### config.mk
export PLATFORM = sky130hd
export DESIGN_NAME = psram_cmd_sequencer
export DESIGN_NICKNAME = d
export VERILOG_FILES = /design/src/rtl/psram_uart_pkg.sv /design/src/rtl/cmd_fifo.sv /design/src/rtl/psram_cmd_sequencer.sv
export SDC_FILE = /design/constraint.sdc
export NUM_CORES = 1
export LEC_CHECK = 0
export ABC_AREA = 1
export CORE_MARGIN = 2
export CORE_UTILIZATION = 60
export CTS_CLUSTER_DIAMETER = 80
export DETAILED_ROUTE_END_ITERATION = 7
export DONT_BUFFER_PORTS = 1
export PLACE_DENSITY = 0.8
export SLEW_MARGIN = 20
export SYNTH_ARGS = -nofsm -noshare
export SYNTH_HDL_FRONTEND = slang
export SYNTH_HIERARCHICAL = 1
export SYNTH_SLANG_ARGS = --single-unit
### constraint.sdc
create_clock -name clk_PSRAM -period 13.8 [get_ports clk_PSRAM]
set_input_delay 2.76 -clock clk_PSRAM [delete_from_list [all_inputs] [get_ports clk_PSRAM]]
set_output_delay 2.76 -clock clk_PSRAM [all_outputs]
set_load 0.02 [all_outputs]
### src/rtl/psram_uart_pkg.sv
// Shared definitions for the UART-to-PSRAM command path.
//   RW_WRITE / RW_READ : operation codes carried on cmd_rw and psram_read_write
//   ADDR_W / DATA_W    : PSRAM word address and data widths
//   state_e            : sequencer states
//   cmd_t              : one queued command, {rw, address, data}
package psram_uart_pkg;

  localparam logic [1:0] RW_WRITE = 2'd1;
  localparam logic [1:0] RW_READ  = 2'd2;

  localparam int ADDR_W  = 23;
  localparam int DATA_W  = 16;
  localparam int ENTRY_W = 2 + ADDR_W + DATA_W;

  typedef enum logic [2:0] {
    IDLE  = 3'd0,
    ISSUE = 3'd1,
    WAIT  = 3'd2,
    SEND  = 3'd3,
    GAP   = 3'd4
  } state_e;

  typedef struct packed {
    logic [1:0]        rw;
    logic [ADDR_W-1:0] addr;
    logic [DATA_W-1:0] data;
  } cmd_t;

  function automatic logic rw_valid(input logic [1:0] rw);
    return (rw == RW_WRITE) || (rw == RW_READ);
  endfunction

endpackage

### src/rtl/cmd_fifo.sv
// Synchronous FIFO with registered full/empty flags.
//   clk, rst : clock, synchronous active-high reset (pointers and flags only)
//   push     : write din at the clock edge; ignored while full
//   pop      : advance the read pointer; ignored while empty
//   dout     : head entry (valid while empty is low)
//   full     : occupancy == DEPTH
//   empty    : occupancy == 0
module cmd_fifo #(
  parameter int WIDTH = 41,
  parameter int DEPTH = 4
) (
  input  logic             clk,
  input  logic             rst,
  input  logic             push,
  input  logic             pop,
  input  logic [WIDTH-1:0] din,
  output logic [WIDTH-1:0] dout,
  output logic             full,
  output logic             empty
);

  localparam int AW = $clog2(DEPTH);

  logic [WIDTH-1:0] r_mem [DEPTH];
  logic [AW:0]      r_wptr;
  logic [AW:0]      r_rptr;
  logic [AW:0]      w_wptr_nxt;
  logic [AW:0]      w_rptr_nxt;
  logic             r_full;
  logic             r_empty;
  logic             w_push;
  logic             w_pop;

  assign w_push     = push & ~r_full;
  assign w_pop      = pop & ~r_empty;
  assign w_wptr_nxt = r_wptr + (AW+1)'(w_push);
  assign w_rptr_nxt = r_rptr + (AW+1)'(w_pop);

  // Flags are computed from the next pointers so they are true registers
  // rather than a decode of the current ones.
  always_ff @(posedge clk) begin
    if (rst) begin
      r_wptr  <= '0;
      r_rptr  <= '0;
      r_full  <= 1'b0;
      r_empty <= 1'b1;
    end else begin
      r_wptr  <= w_wptr_nxt;
      r_rptr  <= w_rptr_nxt;
      r_full  <= (w_wptr_nxt[AW] != w_rptr_nxt[AW]) &&
                 (w_wptr_nxt[AW-1:0] == w_rptr_nxt[AW-1:0]);
      r_empty <= (w_wptr_nxt == w_rptr_nxt);
    end
  end

  always_ff @(posedge clk) begin
    if (w_push) r_mem[r_wptr[AW-1:0]] <= din;
  end

  assign dout  = r_mem[r_rptr[AW-1:0]];
  assign full  = r_full;
  assign empty = r_empty;

endmodule

### src/rtl/psram_cmd_sequencer.sv
// Queues decoded UART commands and issues them to the PSRAM controller one
// at a time, waits for completion (with timeout) and returns read data to the
// UART transmitter, holding off between transmissions.
//   clk_PSRAM, rst          : clock, synchronous active-high reset
//   cmd_valid/rw/address/data: command from the UART decoder; cmd_full = queue full
//   psram_ready             : controller initialised; gates issue only
//   psram_start/read_write/address/data_in : operation to the controller
//   psram_done/data_out     : completion pulse and read data
//   send_uart/send_msg      : one-cycle transmit request and its word
//   busy                    : not IDLE or queue not empty
//   timeout_err             : sticky timeout flag
//   drop_count/bad_cmd_count: saturating error counters
module psram_cmd_sequencer
  import psram_uart_pkg::*;
#(
  parameter int              FIFO_DEPTH    = 4,
  parameter int              PSRAM_TIMEOUT = 1024,
  parameter int              TX_GAP_CYCLES = 16384,
  parameter logic [DATA_W-1:0] ERR_WORD    = 16'hDEAD
) (
  input  logic              clk_PSRAM,
  input  logic              rst,
  input  logic              cmd_valid,
  input  logic [1:0]        cmd_rw,
  input  logic [ADDR_W-1:0] cmd_address,
  input  logic [DATA_W-1:0] cmd_data,
  output logic              cmd_full,
  input  logic              psram_ready,
  output logic              psram_start,
  output logic [1:0]        psram_read_write,
  output logic [ADDR_W-1:0] psram_address,
  output logic [DATA_W-1:0] psram_data_in,
  input  logic              psram_done,
  input  logic [DATA_W-1:0] psram_data_out,
  output logic              send_uart,
  output logic [DATA_W-1:0] send_msg,
  output logic              busy,
  output logic              timeout_err,
  output logic [7:0]        drop_count,
  output logic [7:0]        bad_cmd_count
);

  localparam int TO_W  = (PSRAM_TIMEOUT > 2) ? $clog2(PSRAM_TIMEOUT) : 1;
  localparam int GAP_W = (TX_GAP_CYCLES > 2) ? $clog2(TX_GAP_CYCLES) : 1;
  localparam logic [TO_W-1:0]  TO_LAST  = TO_W'(PSRAM_TIMEOUT - 1);
  localparam logic [GAP_W-1:0] GAP_LAST = GAP_W'(TX_GAP_CYCLES - 1);

  state_e            r_state;
  state_e            w_state_nxt;
  cmd_t              w_fifo_din;
  cmd_t              w_fifo_dout;
  logic              w_full;
  logic              w_empty;
  logic              w_push;
  logic              w_pop;
  logic              w_start;
  logic              w_timeout;
  logic              w_rd_done;

  logic [1:0]        r_rw;
  logic [ADDR_W-1:0] r_addr;
  logic [DATA_W-1:0] r_wdata;
  logic [DATA_W-1:0] r_msg;
  logic              r_send;
  logic [TO_W-1:0]   r_to_cnt;
  logic [GAP_W-1:0]  r_gap_cnt;
  logic              r_timeout_err;
  logic [7:0]        r_drop;
  logic [7:0]        r_bad;

  assign w_fifo_din = '{rw: cmd_rw, addr: cmd_address, data: cmd_data};
  // Full is the registered flag from before this edge, so a push against a
  // full queue is dropped even if IDLE pops in the same cycle.
  assign w_push     = cmd_valid & ~w_full;

  cmd_fifo #(
    .WIDTH (ENTRY_W),
    .DEPTH (FIFO_DEPTH)
  ) u_fifo (
    .clk   (clk_PSRAM),
    .rst   (rst),
    .push  (w_push),
    .pop   (w_pop),
    .din   (w_fifo_din),
    .dout  (w_fifo_dout),
    .full  (w_full),
    .empty (w_empty)
  );

  always_ff @(posedge clk_PSRAM) begin
    if (rst) r_state <= IDLE;
    else     r_state <= w_state_nxt;
  end

  always_comb begin
    w_state_nxt = r_state;
    w_pop       = 1'b0;
    w_start     = 1'b0;
    w_timeout   = 1'b0;
    w_rd_done   = 1'b0;
    case (r_state)
      IDLE: begin
        if (!w_empty && psram_ready) begin
          w_pop = 1'b1;
          if (rw_valid(w_fifo_dout.rw)) w_state_nxt = ISSUE;
        end
      end
      ISSUE: begin
        w_start     = 1'b1;
        w_state_nxt = WAIT;
      end
      WAIT: begin
        // Completion takes priority over a coincident timeout.
        if (psram_done) begin
          w_rd_done   = (r_rw == RW_READ);
          w_state_nxt = (r_rw == RW_READ) ? SEND : IDLE;
        end else if (r_to_cnt == TO_LAST) begin
          w_timeout   = 1'b1;
          w_state_nxt = (r_rw == RW_READ) ? SEND : IDLE;
        end
      end
      SEND: w_state_nxt = GAP;
      GAP: begin
        if (r_gap_cnt == GAP_LAST) w_state_nxt = IDLE;
      end
      default: w_state_nxt = IDLE;
    endcase
  end

  always_ff @(posedge clk_PSRAM) begin
    if (rst) begin
      r_rw          <= 2'd0;
      r_addr        <= '0;
      r_wdata       <= '0;
      r_msg         <= '0;
      r_send        <= 1'b0;
      r_to_cnt      <= '0;
      r_gap_cnt     <= '0;
      r_timeout_err <= 1'b0;
      r_drop        <= 8'd0;
      r_bad         <= 8'd0;
    end else begin
      // The transmit strobe is registered off SEND, landing two cycles after
      // the psram_done that produced the word.
      r_send <= (r_state == SEND);

      if (cmd_valid && w_full && r_drop != 8'hFF) r_drop <= r_drop + 8'd1;

      if (w_pop) begin
        if (rw_valid(w_fifo_dout.rw)) begin
          r_rw    <= w_fifo_dout.rw;
          r_addr  <= w_fifo_dout.addr;
          r_wdata <= w_fifo_dout.data;
        end else if (r_bad != 8'hFF) begin
          r_bad <= r_bad + 8'd1;
        end
      end

      if (r_state == ISSUE)     r_to_cnt <= '0;
      else if (r_state == WAIT) r_to_cnt <= r_to_cnt + TO_W'(1);

      if (w_rd_done)                        r_msg <= psram_data_out;
      else if (w_timeout && r_rw == RW_READ) r_msg <= ERR_WORD;

      if (w_timeout) r_timeout_err <= 1'b1;

      if (r_state == SEND)     r_gap_cnt <= '0;
      else if (r_state == GAP) r_gap_cnt <= r_gap_cnt + GAP_W'(1);

      if (r_state != IDLE && w_state_nxt == IDLE) r_rw <= 2'd0;
    end
  end

  assign cmd_full         = w_full;
  assign psram_start      = w_start;
  assign psram_read_write = r_rw;
  assign psram_address    = r_addr;
  assign psram_data_in    = r_wdata;
  assign send_uart        = r_send;
  assign send_msg         = r_msg;
  assign busy             = (r_state != IDLE) | ~w_empty;
  assign timeout_err      = r_timeout_err;
  assign drop_count       = r_drop;
  assign bad_cmd_count    = r_bad;

endmodule

# Word-level counts from Yosys, hierarchy flattened
# Memories as Yosys holds them, arrays and structs flattened. A register that Yosys moved wholly into a read port is not among the register bits.
# Cells that the tools add are included.
# Widths: inputs -> output; s select.
# totals
register_bits,110
mem_bits_rw,164
in_bits,62
out_inout_bits,78
wordCells,80
mem_count,1
# classes
n_addsub,6
eq_ne,14
n_mux,20
bitwise,7
reduce_logical,17
# memory_table
memory,depth,width,read_ports,rd_ports_with_merged_regs,wr,line_no,source
u_fifo.r_mem,4,41,1,1,1,cmd_fifo.sv:24,logic [WIDTH-1:0] r_mem [DEPTH];
# ops
operator,count
$mux 16,2
$add 8x1->8 const B,2
$ne 8x8->1 const B,2
$mux 3,5
$pmux 3 s5,1
$add 14x1->14 const B,1
$eq 14x14->1 const B,1
$add 10x1->10 const B,1
$eq 10x10->1 const B,1
$mux 1,10
$add 3x1->3,2
$eq 3x2->1 const B,2
$logic_and 1x1->1,6
$logic_not 3->1,2
$reduce_or 2->1,3
$eq 2x2->1 const B,2
$mux 2,2
$and 1x1->1,3
$eq 3x1->1 const B,1
$eq 3x3->1,1
$eq 3x3->1 const B,1
$not 1->1,3
$reduce_and 3->1,1
$reduce_bool 3->1,1
other kinds (8),8

# Depth between registers and ports, before layout
# Gate-level depths: netlist of the first run.
# depth
word_depth,8
ltp_mapped,14
ltp_nobuf,13

# Hierarchy
# Netlist of the first run, hierarchy kept.
# modules_own_cells
module,instances,cells_per_inst,area_per_inst_um2
cmd_fifo,1,462,6492.5
psram_cmd_sequencer,1,566,4157.7

# Worst setup path after synthesis of the first run
# Ideal clock, no wire load.
# synth_timing
path_type,in2reg
start,in cmd_valid
end,mem u_fifo.r_mem[0][0] (enable)
setup_time_ns,0.490
arrival_time_ns,5.896
required_time_ns,13.310
setup_slack_ns,7.414
stages,6
path_cell_list,inv_1 nor2_1 inv_1 nor2_1 inv_1 nor3_1
# synth_between
elab_chain_cells,4
# synth_lines
element,line_no,source
"start, declared",psram_cmd_sequencer.sv:23,"input logic cmd_valid,"
$and 1x1->1,psram_cmd_sequencer.sv:74,assign w_push = cmd_valid & ~w_full;
named net w_push,psram_cmd_sequencer.sv:54,logic w_push;
$and 1x1->1,cmd_fifo.sv:34,assign w_push = push & ~r_full;
$mux 1,cmd_fifo.sv:57,if (w_push) r_mem[r_wptr[AW-1:0]] <= din;
$mux 1 (implied by the code),cmd_fifo.sv:57,
"end, declared",cmd_fifo.sv:24,
# The timed path passes the listed nets, and every way through them passes these cells.

# Final worst setup path of the first run
# layout_timing
start,reg r_state[0]
end,out psram_start
# layout_between
elab_chain_cells,2
# layout_lines
element,line_no,source
"start, declared",psram_cmd_sequencer.sv:48,state_e r_state;
"start signal, assigned",psram_cmd_sequencer.sv:92,else r_state <= w_state_nxt;
$eq 3x1->1,psram_cmd_sequencer.sv:101,case (r_state)
$mux 1,psram_cmd_sequencer.sv:101,
"end, declared",psram_cmd_sequencer.sv:29,"output logic psram_start,"
# No other way between the ends.

==> impl_metrics.tcl, run 1 <==
set metrics [dict create \
    outcome "completed" \
    synth_seq_area_share 0.669 \
    clock_latency_ps 540 \
    vias_per_cell 5.62 \
    syn-mean-instance-area_um2 10.4 \
    io_buffers 0 \
    grt-ovfl-total 0 \
    power_density_nw_per_um2 149 \
    power.switching_uw 389 \
    synthCells 1028 \
    clk_pin_slew_ps 60 \
    htree_levels 1 \
    placed_cell_area_um2 10800 \
    use_met3 0.0607 \
    nNetsFinal 1090 \
    wire_per_inst_um 16.6 \
    clkPwrFrac 0.403 \
    p_int_mw 1.34 \
    vias 7110 \
    rsz0062_at_grt "false" \
    finalNonFillerCells 1265 \
    grt_max_degree 84 \
    cts_tree "done" \
    dpl.hpwl_um 12200 \
    fin_crit_sh 0.320 \
    cp-start-kind "flop" \
    antenna_left 0 \
    cts.path.max_buffers 3 \
    synthesis.nets 1098 \
    n_fill_cell 1313 \
    crit_fanout 3 \
    cp-startpoint "r_state[0]" \
    dr.pass1.iters 5 \
    grt-busiest-layer "met2" \
    slew-limit-headroom 0.371 \
    area_growth_pct 8.88 \
    combPwrFrac 0.056 \
    die_y_um 137 \
    rr_startpoint "u_fifo/r_rptr[0]" \
    synth_seq_cells 274 \
    antenna_found_initial 0 \
    grt_pass1_vias 6751 \
    antennaDiodeCount 0 \
    gp_congestion 0.789 \
    fin_total_pwr_mw 1.73 \
    rrSetupSlack_ps 10230 \
    setup_viol 0 \
    grt_pass1_wl_um 32600 \
    initial_core_util 0.616 \
    synth_cell_types 32 \
    p_sw_frac 0.225 \
    fmax_mhz 227 \
    dieArea_um2 18800 \
    hp-start "r_to_cnt[9]" \
    clockRootBuffer "clkbuf_16" \
    syn-cell-area_um2 10700 \
    ctsHoldBuffers 0 \
    drv_cap 0 \
    r2r_cells 11 \
    row_count 48 \
    use_met1 0.265 \
    crit_type "flop to output port" \
    postCtsSetupBuffers 0 \
    grt_util_all_layers 0.222 \
    yosysTopAreaCellShare 0.462 \
    yosysTopAreaCell "edfxtp_1" \
    cts.sinks 274 \
    use_met2 0.390 \
    p_leak_nw 4.12 \
    critPathRequiredTime_ps 11040 \
    cts_resized 0 \
    ys_warn_count 6 \
    crit_arrival_ps 1650 \
    ir_drop_mv 0.122 \
    min_to "r_to_cnt[9]" \
    period_needed_ps 4410 \
    drcViolationCount 0 \
    dp.cells 1216 \
    setup.worst_path.end_class "output port" \
    core_area_um2 17300 \
    p_seq_frac 0.541 \
    r2r_end "psram_address[6]" \
    die-width_um 137 \
    fin_tns_setup_ps 0 \
    numCtsBuffers 27 \
    hold_viol_final 0 \
    synth.area.top_cells "edfxtp_1 46%, dfxtp_1 21%, nor2_1 8.2%" \
    wl_um 21000 \
    holdPathStages 2 \
    drv_slew 0 \
    hold_path.class "flop to flop" \
    drive_above_1_share 0.0663 \
    skew_ps 18.6 \
    drt_iter0_markers 334 \
    pin_count 140 \
    final_cell_area_um2 11600 \
    worst_pin_slew_ps 939 \
    timing.hold.ws_ps 468 \
]
sequential cells by signal, summed over array words and instances, names as in the netlist, 2 cells and up:
signal	flops
u_fifo/r_rptr	3
u_fifo/r_wptr	3
r_state	3
u_fifo/r_mem	164
psram_read_write	2
r_gap_cnt	14
drop_count	8
r_to_cnt	10
send_msg	16
psram_data_in	16
psram_address	23
bad_cmd_count	8
power groups by stage:
stage | combinational, mW | sequential, mW | clock, mW
finish | 0.0963 | 0.935 | 0.697
global route | 0.110 | 0.938 | 0.740
CTS | 0.0974 | 0.936 | 0.708
detailed placement | 0.0963 | 0.953 | 0
global placement | 0.0931 | 0.952 | 0
floorplan | 0.0763 | 0.950 | 0
logic make-up after synthesis:
logic type / share of synthesized area
AO/OA/AOI/OAI: 0.107
XOR/XNOR: 0.0115
adder cells (fa/ha/maj): 0.00940
buffers and inverters: 0.0485
flip-flops: 0.669
AND/OR/NAND/NOR: 0.154
area by class of cell:
type                            count  area [µm²]  share of cell area
Sequential cell                   274        7130               0.615
Tap cell                          225         282              0.0243
Clock buffer                       38         727              0.0627
Clock inverter                     11         116              0.0100
Inverter                           68         255              0.0220
Multi-Input combinational cell    641        3030               0.261
Timing Repair Buffer                8        60.1             0.00518
cell usage after synthesis, drive strengths merged:
master / n
a31oi: 2
o21ai: 140
clkbuf: 13
nor3b: 2
xnor2: 6
a211oi: 1
o22ai: 41
a21oi: 33
nor4: 2
nor3: 15
buf: 32
nand3: 21
nor2: 237
dfxtp: 110
ha: 8
edfxtp: 164
nand2: 116
nand4: 7
inv: 67
clkinv: 1
or2: 2
xor2: 8
worst max-delay path by stage:
stage,slack [ps],depth (start not counted),end
final,9390,2,psram_start
after global routing,9310,2,psram_start
after CTS,9380,2,psram_start
after detailed placement,9110,6,psram_data_in[11]
after global placement,9220,6,psram_data_in[14]
after floorplan,7410,6,u_fifo/r_mem[0][0]
per-layer routing:
metal / vias to the layer above / part of all wire
met4: 0 / 0.022
li1: 3491 / -
met1: 3350 / 0.40
met3: 37 / 0.077
met5: - / 0
met2: 232 / 0.50
per-stage QoR:
stage          utilization  worst slack, ps
2_1_floorplan            -             7410
3_3_place_gp         0.622             9220
3_5_place_dp         0.622             9110
4_1_cts              0.670             9380
5_1_grt              0.670             9310
6_report             0.670             9390
cells in the final DEF, fill, tap and decap left out, types with 3 or more instances in the layout:
| master | synthesis | routed |
|---|---|---|
| clkinv_2 | 0 | 5 |
| inv_1 | 61 | 61 |
| nor2_1 | 233 | 233 |
| nor2_4 | 3 | 3 |
| nand4_1 | 7 | 7 |
| o21ai_1 | 47 | 47 |
| nor3_2 | 2 | 6 |
| clkinv_1 | 1 | 3 |
| nand2_2 | 3 | 3 |
| clkbuf_1 | 13 | 10 |
| xnor2_1 | 6 | 6 |
| inv_2 | 6 | 7 |
| xor2_1 | 8 | 8 |
| nor3_1 | 13 | 9 |
| ha_1 | 8 | 8 |
| nand2_1 | 113 | 113 |
| a21oi_1 | 33 | 33 |
| buf_4 | 6 | 8 |
| o22ai_1 | 41 | 41 |
| clkbuf_16 | 0 | 27 |
| dfxtp_1 | 110 | 108 |
| edfxtp_1 | 164 | 164 |
| nand3_1 | 19 | 19 |
| o21ai_0 | 93 | 93 |
worst max-delay path: stages, from the launching register on:
cell and delay (ps):
dfxtp_1 400, inv_1 110, nor3_1 620
No activity file was read; power rests on OpenSTA's default activity.
==> inputs of run 2 (changes only) <==
- CORE_UTILIZATION: 60 -> 57
- PLACE_DENSITY: 0.8 -> 0.79
- clock period: 13.8 -> 3.8 ns (I/O delays scaled with it)
==> run 2 against run 1 <==
Net effect:
- critical path depth increased by 10
- combinational power increased to 3.6 times the previous value
- setup slack got worse by 8400 ps
- sequential share of layout area decreased by 0.19 points
- power increased to 3.6 times the previous value
- non-clock buffer count increased by 3
- first-iteration DRC count increased by 40%
- global-route usage decreased by 0.34 points
- count of clock-buffer cells in the layout unchanged
- hold slack got worse by 180 ps
- register-to-register slack got worse by 9200 ps
- clock power increased to 3.6 times the previous value
==> impl_metrics.tcl, run 2 (synthesis gave the netlist of run 1 again) <==
set metrics [dict create \
    wl_um 21900 \
    rsz0062_at_grt "false" \
    critPathMaxStageDelay_ps 690 \
    die_y_um 141 \
    critPathRequiredTime_ps 4220 \
    r2r_cells 12 \
    fin_tns_setup_ps 0 \
    grt_pass1_vias 7256 \
    dp.cells 1223 \
    placed_cell_area_um2 10800 \
    fin_ws_ps 1010 \
    period_needed_ps 2790 \
    power_density_nw_per_um2 540 \
    slowest_stage "dfxtp_4" \
    cp-start-kind "flop" \
    setup.worst_path.end_class "flop" \
    drive_above_1_share 0.0747 \
    hold_path.class "input pin to flop" \
    largest_reg_flops 164 \
    grt-ovfl-total 0 \
    wire_per_inst_um 17.2 \
    setup_viol 0 \
    grt_pass1_wl_um 34900 \
    p_seq_frac 0.542 \
    slew-limit-headroom 0.432 \
    finalNonFillerCells 1273 \
    crit_type "flop to flop" \
    htree_levels 1 \
    final_cell_area_um2 11600 \
    holdPathStages 1 \
    fmax_mhz 358 \
    dpl.hpwl_um 13300 \
    vias_per_cell 5.68 \
    antenna_left 0 \
    cts.sinks 274 \
    initial_core_util 0.587 \
    cts.path.max_buffers 3 \
    fin_crit_sh 0.734 \
    cts_tree "done" \
    io_buffers 0 \
    drv_cap 0 \
    core_area_um2 18100 \
    antennaDiodeCount 0 \
    area_growth_pct 9.26 \
    p_sw_frac 0.229 \
    crit_arrival_ps 3210 \
    dr.pass1.iters 5 \
    power.switching_mw 1.44 \
    nNetsFinal 1093 \
    clk_pin_slew_ps 60 \
    skew_ps 13.4 \
    ctsHoldBuffers 0 \
    worstPathCellList "inv_2 > o21ai_0 > o22ai_1 > inv_1 > nor2_1 > nor2_1 > inv_1 > nand2_2 > buf_4 > inv_2 > nor2_1 > nor2_1" \
    utilization 0.641 \
    timing.hold.ws_ps 286 \
    p_int_mw 4.84 \
    drcViolationCount 0 \
    gp_congestion 0.810 \
    worst_pin_slew_ps 848 \
    clock_latency_ps 540 \
    clockRootBuffer "clkbuf_16" \
    pin_count 140 \
    hold_viol_final 0 \
    clkPwrFrac 0.403 \
    vias 7227 \
    final_common_cell "nor2_1" \
    numCtsBuffers 27 \
    final_cell_mix "233 x nor2_1, 164 x edfxtp_1, 113 x nand2_1" \
    combPwrFrac 0.055 \
    antenna_found_initial 0 \
    postCtsSetupBuffers 0 \
    cts_resized 0 \
    grt_max_degree 69 \
    fin_total_pwr_mw 6.28 \
    grt_util_all_layers 0.219 \
    outcome "completed" \
    dieArea_um2 19800 \
    pre_cts_ws_ps 999 \
    crit_fanout 50 \
    p_leak_nw 4.14 \
    ir_drop_mv 0.465 \
    drv_slew 0 \
    drt_iter0_markers 468 \
    die-width_um 141 \
    cpMostUsedCell "nor2_1" \
    row_count 49 \
]
## run 2: worst max-delay path: cells and delay by family, from the launching register on
family | cells | cell delay, ps
AOI/OAI and AO/OA | 2 | 300
buffers and inverters | 5 | 1180
DFF | 1 | 690
and+or+nand+nor | 5 | 480
## run 2: area by class of cell
type	count	area (µm²)
inverters	68	255
clock buffers	38	747
flip-flops and latches	274	7130
multi-input cells	641	3030
repair buffers	11	82.6
fillers	1401	6510
clock inverters	12	106
well taps	229	287
## run 2: final timing paths
path,start,endpoint,slack [ps]
max reg2reg,u_fifo/r_rptr[0],psram_data_in[12],1010
min,rst,drop_count[4],290
max,u_fifo/r_rptr[0],psram_data_in[12],1010
min reg2reg,r_to_cnt[9],r_to_cnt[9],480
## run 2: power groups by stage
stage / clock, mW / combinational [mW] / sequential (mW)
6_report: 2.53 / 0.344 / 3.41
5_1_grt: 2.69 / 0.390 / 3.42
4_1_cts: 2.57 / 0.345 / 3.41
3_5_place_dp: 0 / 0.342 / 3.47
3_3_place_gp: 0 / 0.329 / 3.47
2_1_floorplan: 0 / 0.277 / 3.45
## run 2: per-layer routing
layer	up-vias	GRT usage	wire length, µm
li1	3502	-	-
met1	3414	0.255	8630
met2	254	0.379	10700
met3	57	0.0649	1790
met4	0	0.0921	725
met5	-	0	0
